==> config.mk <==
export PLATFORM = sky130hd
export DESIGN_NAME = layer_eval_seq_flat
export DESIGN_NICKNAME = d
export VERILOG_FILES = /design/src/rtl/layer_eval_seq_if.sv /design/src/rtl/layer_eval_seq.sv /design/src/flat_wrapper.sv
export SDC_FILE = /design/constraint.sdc
export NUM_CORES = 1
export LEC_CHECK = 0
export CORE_ASPECT_RATIO = 0.5
export CORE_MARGIN = 5
export CORE_UTILIZATION = 44
export CTS_BUF_LIST = sky130_fd_sc_hd__clkbuf_2
export DETAILED_ROUTE_END_ITERATION = 16
export HOLD_SLACK_MARGIN = 0.1
export PLACE_DENSITY_LB_ADDON = 0.3
export SLEW_MARGIN = 20
export SYNTH_ARGS = -nofsm -noshare
export SYNTH_HDL_FRONTEND = slang
export SYNTH_SLANG_ARGS = --single-unit
==> constraint.sdc <==
create_clock -name clk -period 2.6 [get_ports clk]
set_clock_uncertainty 0.1 [all_clocks]
set_input_delay 0.65 -clock clk [delete_from_list [all_inputs] [get_ports clk]]
set_output_delay 0.65 -clock clk [all_outputs]
set_load 0.1 [all_outputs]
==> src/rtl/layer_eval_seq_if.sv <==
// Handshake and data bundle for one arithmetic-circuit layer evaluator.
// The master starts a run and supplies the previous layer's values; the slave
// (the evaluator) returns the gate results with ready/done status.
interface layer_eval_seq_if #(
  parameter int nbits   = 8,
  parameter int ninputs = 8,
  parameter int ngates  = 8
);
  logic                      en;
  logic [nbits*ninputs-1:0]  v_in;
  logic [nbits*ngates-1:0]   v_out;
  logic                      ready;
  logic                      done;

  modport master (
    output en,
    output v_in,
    input  v_out,
    input  ready,
    input  done
  );

  modport slave (
    input  en,
    input  v_in,
    output v_out,
    output ready,
    output done
  );
endinterface

==> src/rtl/layer_eval_seq.sv <==
// Sequential evaluator for one arithmetic-circuit layer over GF(prime).
// A start pulse captures the previous layer's values (reduced mod prime), then
// nlanes gates are evaluated per cycle until all ngates results are registered.
module layer_eval_seq #(
  parameter int ngates  = 8,
  parameter int ninputs = 8,
  parameter int nbits   = 8,
  parameter int prime   = 251,
  parameter int nlanes  = 1,
  parameter int ninbits = $clog2(ninputs),
  parameter logic [2*ngates-1:0]       gates_fn  = '0,
  parameter logic [ninbits*ngates-1:0] gates_in0 = '0,
  parameter logic [ninbits*ngates-1:0] gates_in1 = '0
) (
  input logic clk,
  input logic rst,
  layer_eval_seq_if.slave bus
);

  localparam int G  = ngates / nlanes;
  localparam int CW = (G > 1) ? $clog2(G) : 1;
  localparam int GW = (ngates > 1) ? $clog2(ngates) : 1;
  localparam logic [nbits-1:0]   P  = nbits'(prime);
  localparam logic [2*nbits-1:0] P2 = (2*nbits)'(prime);

  // Illegal configurations stop elaboration by instantiating a module that does not exist.
  if ((ngates % nlanes) != 0) begin : g_err_lanes
    layer_eval_seq_bad_nlanes u_bad_nlanes ();
  end
  if ((prime >= (2**nbits)) || (prime < 2)) begin : g_err_prime
    layer_eval_seq_bad_prime u_bad_prime ();
  end
  for (genvar gc = 0; gc < ngates; gc++) begin : g_chk
    if ((int'(gates_in0[gc*ninbits +: ninbits]) >= ninputs) ||
        (int'(gates_in1[gc*ninbits +: ninbits]) >= ninputs)) begin : g_err_idx
      layer_eval_seq_bad_index u_bad_index ();
    end
  end

  typedef enum logic {S_IDLE, S_RUN} state_t;

  state_t             r_state;
  state_t             w_next;
  logic [CW-1:0]      r_cnt;
  logic               r_done;
  logic               w_last;
  logic [nbits-1:0]   r_cap  [ninputs];
  logic [nbits-1:0]   r_vout [ngates];
  logic [GW-1:0]      w_gidx [nlanes];
  logic [nbits-1:0]   w_res  [nlanes];
  logic [nbits*ngates-1:0] w_vout;

  function automatic logic [nbits-1:0] mod_reduce(input logic [nbits-1:0] x);
    return x % P;
  endfunction

  // Operands are already reduced, so add/sub need at most one correction step.
  function automatic logic [nbits-1:0] gate_eval(input logic [1:0] fn,
                                                 input logic [nbits-1:0] a,
                                                 input logic [nbits-1:0] b);
    logic [nbits:0]     s;
    logic [2*nbits-1:0] prod;
    case (fn)
      2'b00: begin
        s = {1'b0, a} + {1'b0, b};
        return (s >= {1'b0, P}) ? nbits'(s - {1'b0, P}) : nbits'(s);
      end
      2'b01: begin
        prod = {{nbits{1'b0}}, a} * {{nbits{1'b0}}, b};
        return nbits'(prod % P2);
      end
      2'b10: return (a >= b) ? (a - b) : nbits'({1'b0, a} + {1'b0, P} - {1'b0, b});
      default: return a;
    endcase
  endfunction

  assign w_last = (r_cnt == CW'(G - 1));

  // State register.
  always_ff @(posedge clk or posedge rst) begin
    if (rst) r_state <= S_IDLE;
    else     r_state <= w_next;
  end

  // Next-state logic: start on en while idle, return to idle after the last group.
  always_comb begin
    w_next = r_state;
    case (r_state)
      S_IDLE:  if (bus.en) w_next = S_RUN;
      S_RUN:   if (w_last) w_next = S_IDLE;
      default: w_next = S_IDLE;
    endcase
  end

  // Group counter and one-cycle completion pulse.
  always_ff @(posedge clk or posedge rst) begin
    if (rst) begin
      r_cnt  <= '0;
      r_done <= 1'b0;
    end else begin
      r_done <= (r_state == S_RUN) && w_last;
      if (r_state == S_IDLE) r_cnt <= '0;
      else                   r_cnt <= r_cnt + CW'(1);
    end
  end

  // Input capture on the accepted start edge; later v_in changes are ignored.
  always_ff @(posedge clk) begin
    if ((r_state == S_IDLE) && bus.en) begin
      for (int i = 0; i < ninputs; i++) r_cap[i] <= mod_reduce(bus.v_in[i*nbits +: nbits]);
    end
  end

  // Per-lane gate selection and evaluation for the current group.
  always_comb begin
    for (int k = 0; k < nlanes; k++) begin
      w_gidx[k] = GW'(int'(r_cnt) * nlanes + k);
      w_res[k]  = gate_eval(gates_fn[2*w_gidx[k] +: 2],
                            r_cap[gates_in0[w_gidx[k]*ninbits +: ninbits]],
                            r_cap[gates_in1[w_gidx[k]*ninbits +: ninbits]]);
    end
  end

  // Result registers: cleared by reset, one group written per RUN cycle.
  always_ff @(posedge clk or posedge rst) begin
    if (rst) begin
      for (int g = 0; g < ngates; g++) r_vout[g] <= '0;
    end else if (r_state == S_RUN) begin
      for (int k = 0; k < nlanes; k++) r_vout[w_gidx[k]] <= w_res[k];
    end
  end

  // Flatten results onto the output bus.
  always_comb begin
    w_vout = '0;
    for (int g = 0; g < ngates; g++) w_vout[g*nbits +: nbits] = r_vout[g];
  end

  assign bus.v_out = w_vout;
  assign bus.ready = (r_state == S_IDLE);
  assign bus.done  = r_done;

endmodule
==> src/flat_wrapper.sv <==
// flat-port wrapper written by rule: the top's interface ports become plain ports
module layer_eval_seq_flat 
#(
  parameter int ngates  = 8,
  parameter int ninputs = 8,
  parameter int nbits   = 8,
  parameter int prime   = 251,
  parameter int nlanes  = 1,
  parameter int ninbits = $clog2(ninputs),
  parameter logic [2*ngates-1:0]       gates_fn  = '0,
  parameter logic [ninbits*ngates-1:0] gates_in0 = '0,
  parameter logic [ninbits*ngates-1:0] gates_in1 = '0
)
  (clk, rst, bus_en, bus_v_in, bus_v_out, bus_ready, bus_done);
  layer_eval_seq_if #(.nbits(nbits), .ninputs(ninputs), .ngates(ngates)) bus_i ();
  input logic clk;
  input logic rst;
  input wire logic [$bits(bus_i.en)-1:0] bus_en;
  input wire logic [$bits(bus_i.v_in)-1:0] bus_v_in;
  output wire logic [$bits(bus_i.v_out)-1:0] bus_v_out;
  output wire logic [$bits(bus_i.ready)-1:0] bus_ready;
  output wire logic [$bits(bus_i.done)-1:0] bus_done;
  assign bus_i.en = bus_en;
  assign bus_i.v_in = bus_v_in;
  assign bus_v_out = bus_i.v_out;
  assign bus_ready = bus_i.ready;
  assign bus_done = bus_i.done;
  layer_eval_seq #(.ngates(ngates), .ninputs(ninputs), .nbits(nbits), .prime(prime), .nlanes(nlanes), .ninbits(ninbits), .gates_fn(gates_fn), .gates_in0(gates_in0), .gates_in1(gates_in1)) u_core (.clk(clk), .rst(rst), .bus(bus_i));
endmodule
## Yosys cells after proc, flatten, opt, wreduce, memory -nomap -nowiden

Memories as Yosys holds them, arrays and structs flattened.
Cells that the tools add are included.

| word-level totals | value |
|---|---|
| bits in registers | 69 |
| bits in writable memories | 64 |
| input bits | 67 |
| output and inout port bits | 66 |
| word-level logic and storage cells | 56 |
| memories | 1 |

Memory list:

| memory | words | width | read ports | clocked after memory_dff | write ports | line | RTL |
|---|---|---|---|---|---|---|---|
| u_core.r_cap | 8 | 8 | 1 | 0 | 8 | layer_eval_seq.sv:47 | `logic [nbits-1:0] r_cap [ninputs];` |

| cells by class | value |
|---|---|
| $add $sub $neg | 6 |
| multipliers | 2 |
| div/mod/pow operators | 9 |
| $lt $le $gt $ge | 4 |
| equality and inequality tests | 3 |
| shifts and indexed selects | 2 |
| mux-type cells | 12 |
| bitwise logic cells | 2 |
| reduce and logical (&&, ||, !) cells | 4 |

Operators by type and width:

| cell | count |
|---|---|
| $bwmux W64 | 1 |
| $mod A8 B8 Y8 const B | 8 |
| $demux W8 S3 | 1 |
| $mux W8 | 3 |
| $pmux W8 S3 | 1 |
| $shiftx A24 B6 Y3 const A | 1 |
| $mod A16 B8 Y16 const B | 1 |
| $mul A8 B8 Y16 | 1 |
| $shiftx A16 B5 Y2 const A | 1 |
| $sub A8 B8 Y8 | 2 |
| $add A8 B8 Y9 | 1 |
| $ge A9 B8 Y1 const B | 1 |
| $add A8 B8 Y8 const B | 1 |
| $ge A8 B8 Y1 | 1 |
| $sub A8 B8 Y8 const B | 1 |
| $mul A3 B2 Y5 const B | 1 |
| $ge A4 B4 Y1 const B | 1 |
| $lt A4 B1 Y1 const B | 1 |
| $mux W1 | 4 |
| $not A3 Y4 | 1 |
| $add A3 B1 Y3 const B | 1 |
| $eq A3 B3 Y1 const B | 1 |
| $logic_and A1 B1 Y1 | 3 |
| $mux W3 | 1 |
| 5 further kinds | 5 |

## Depth between registers and ports, before layout

An unclocked memory read counts as a cell.

| depth | value |
|---|---|
| depth in word-level cells | 8 |
| gate-level depth with buffers | 6 |
| depth with buffers taken out | 4 |

## Worst setup path before layout

No wires, ideal clock.

| timing path | value |
|---|---|
| path type | reg-to-output |
| start | reg u_core.r_state |
| end | out bus_ready |
| arrival | 1296 ps |
| required time | 1850 ps |
| slack | 554 ps |
| stages on the path, launching flop included | 4 |
| buffers on the path | 2 |
| path through | dfrtp_1 > buf_4 > buf_2 > inv_1 |

| between the ends | value |
|---|---|
| cells in the longest elaborated chain, start to end | 1 |

RTL lines:

| element | line | RTL |
|---|---|---|
| start: declaration | layer_eval_seq.sv:42 | `state_t r_state;` |
| start signal: assignment | layer_eval_seq.sv:82 | `else r_state <= w_next;` |
| $not A1 Y1 | - |  |
| end: declaration | flat_wrapper.sv:21 | `output wire logic [$bits(bus_i.ready)-1:0] bus_ready;` |

Every way passes these cells.

## Worst setup path after layout

Same ends and word-level chain as after synthesis.

==> key figures <==
Outcome
  • Status: completed

Die
  • Die H: 70.5 um
  • Initial Util: 0.446
  • Die Span X: 131 um
  • Ports: between 100 and 150
  • FP Rows: 22
  • Die area: around 9200 um2
  • Core Box Area: 7210 um2

Yosys
  • Ys flop type: dfrtp_1
  • Syn Area/Cell: 10.7 um2
  • Ys async rst share: 0.896
  • Seq/Total Area, Yosys: 0.611
  • Largest area contributor in the netlist: dfrtp_1
  • Syn Inst Count: 302
  • Top post-synthesis cells by count: dfrtp_1 (69), nand2_1 (58), o21ai_0 (33)
  • Synth Area in Compound Gates: 0.124
  • Largest cells by area after synthesis: dfrtp_1 (54%), edfxtp_1 (7.5%), nand2_1 (6.8%)
  • Simple-Gate Fraction of Synth Area: 0.197
  • Count leader, synth: dfrtp_1
  • Mapped Area: 3220 um2
  • Syn Nets: 373
  • Post-synth cell types: 41
  • XOR/XNOR Fraction of Synth Area: 0.00272
  • Synth Register Bits: a little under 80
  • Total number of yosys warnings: 0
  • Post-synth EDFFs: 8
  • Yosys top cell area share: 0.537
  • Synthesized-area fraction occupied by adder cells: 0.0156
  • Multiplexer share of the synthesized area: 0.0101
  • Largest family of logic cells by synthesized area: simple AND/OR/NAND/NOR gates

GRT
  • First-pass GRT wire length: about 12 mm
  • All-Layer GR Usage: 0.172
  • Total gr overflow: 0
  • Number of global-route vias before repair: 2410
  • Met1 usage: 0.237
  • Grt met3 use: 0.0420
  • GR Util met2: 0.274
  • Initial antenna violation count: 0
  • Largest net degree at the start of global routing: 39
  • Gr busiest metal: met2

Worst setup path
  • WS Path Type: reg -> out
  • Slowest stage delay, CP: 0.72 ns
  • Crit path max fanout: 21
  • CP max-delay cell: dfrtp_1
  • Crit start category: flip-flop
  • CP bufs+invs: 2
  • Critical path endpoint category: primary output
  • CP arrival: 1.62 ns
  • CP cell instances: inv_1 -> buf_12
  • Worst Path Required: 1.85 ns
  • CP delay by family, top: flip-flops

Timing
  • Min Tclk post-route: roughly 2.4 ns
  • Setup TNS: 0 ns
  • Hold Fails Final Rpt: 0
  • Max Slew Vio Count: 0
  • Least-Margin Pin Slew: 0.657 ns
  • Slew headroom: 0.559
  • Unrepaired setup endpoints after global routing: false
  • Worst setup margin: 0.233 ns
  • Final setup viols: 0
  • Final worst-path cycle share: 0.910
  • Worst hold margin: 0.403 ns
  • Achievable Freq: 423 MHz

Route
  • Via/cell ratio: 5.20
  • Initial DRT Pass Iterations: 4
  • DR iter-0 viols: 205
  • Remaining DRCs: 0
  • Final WL: 7.40 mm
  • Detail Route Antenna Nets: 0
  • Total number of vias: ~2500
  • WL per Instance: 15.4 um

Cells and area
  • Nets: 449
  • Ant diodes: 0
  • Post-route cell area: around 4000 um2
  • Syn-to-layout area delta: 27.0%
  • Layout cell share with drive strength beyond 1: 0.256

Place
  • GP Congestion: 0.762
  • Post-DP Area: ~4000 um2
  • Port buffer count: 76
  • Worst slack, placed: 0.176 ns
  • Final HPWL DP: roughly 5.5 mm

Clock network
  • Clock Latency Late Sink: 0.48 ns
  • TritonCTS clock tree: yes
  • Clk buf depth: 2
  • Clock sinks: 77
  • Post-CTS Resized: 0
  • Clk slew on worst S/H paths: roughly 0.19 ns
  • Setup Fix Bufs, Post-CTS: 0
  • CTS Hold Bufs: 0
  • Htree depth: 3
  • Total CTS buffers: 9
  • Root Buffer: clkbuf_2

Job
  • Max_cap viols: 0

Min path
  • Hold Path Class: reg -> reg
## worst reg2reg max path: cells and delay by family (launching register included)
| family | cells | cell delay (ns) |
|---|---|---|
| compound gates | 2 | 0.76 |
| flops | 1 | 0.59 |
| simple gates | 1 | 0.35 |
## placed cells by master, fill, tap and decap left out, drive strengths merged, types with 2 or more instances in the layout
cell           netlist  final
nand4                4      4
nor2b                7      7
nand3                3      3
clkbuf               9     10
dfrtp               69     69
clkdlybuf4s50        0     10
edfxtp               8      8
o21ai               35     35
a31oi               25     25
and2                 3      3
and4b                3      3
bufinv               0      3
nor4bb               2      2
inv                  4      5
mux2                 2      2
nor2                27     27
nand4b               5      5
nand4bb              3      3
ha                   4      4
buf                 12     76
nor3                 2      2
nand2               58     58
## metrics by stage
| stage | util | instances |
|---|---|---|
| after floorplan | - | 302 |
| after global placement | 0.544 | 463 |
| after detailed placement | 0.544 | 463 |
| after CTS | 0.566 | 479 |
| after global routing | 0.566 | 479 |
| final | 0.566 | 479 |
## routing by layer
layer | vias up | share of wire
met4 | 0 | 0.0036
met1 | 1200 | 0.46
met2 | 69 | 0.47
met3 | 2 | 0.066
li1 | 1220 | -
met5 | - | 0
## path summary, 6_finish.rpt
kind                       cells after the start  slack, ns            startpoint              endpoint
setup / recovery                               2       0.23        u_core.r_state             bus_ready
hold / removal                                 2       0.40  u_core.bus.v_out[49]  u_core.bus.v_out[49]
setup reg to reg                               3       0.67    u_core.r_cap[0][7]  u_core.bus.v_out[18]
hold reg to reg                                2       0.40  u_core.bus.v_out[49]  u_core.bus.v_out[49]
max in group asynchronous                      3       1.35                   rst  u_core.bus.v_out[54]
min in group asynchronous                      2       0.43                   rst  u_core.bus.v_out[28]
## final cells by class
| class | count | area [um2] |
|---|---|---|
| Inverter | 4 | 15.0 |
| Multi-Input combinational cell | 200 | 1130 |
| Tap cell | 96 | 120 |
| Clock inverter | 6 | 110 |
| Timing Repair Buffer | 86 | 696 |
| Fill cell | 644 | 3130 |
| Clock buffer | 10 | 50.0 |
| Sequential cell | 77 | 1970 |
## sequential cells by signal, summed over array words and instances (netlist names)
signal and cells:
u_core.bus.v_out 64, u_core.r_cap 8, u_core.r_cnt 3, u_core.bus.done 1, u_core.r_state 1
## cells by family after synthesis
| group | Yosys count |
|---|---|
| and+or+nand+nor | 124 |
| DFF | 77 |
| AOI/OAI and AO/OA | 68 |
| buffers and inverters | 25 |
| adders and majority gates | 4 |
| muxes | 3 |
| xor gates and xnor gates | 1 |
Power is left out: the tool's default activity adds up to more than one toggle a clock period on the data nets, which glitch-free logic cannot reach.
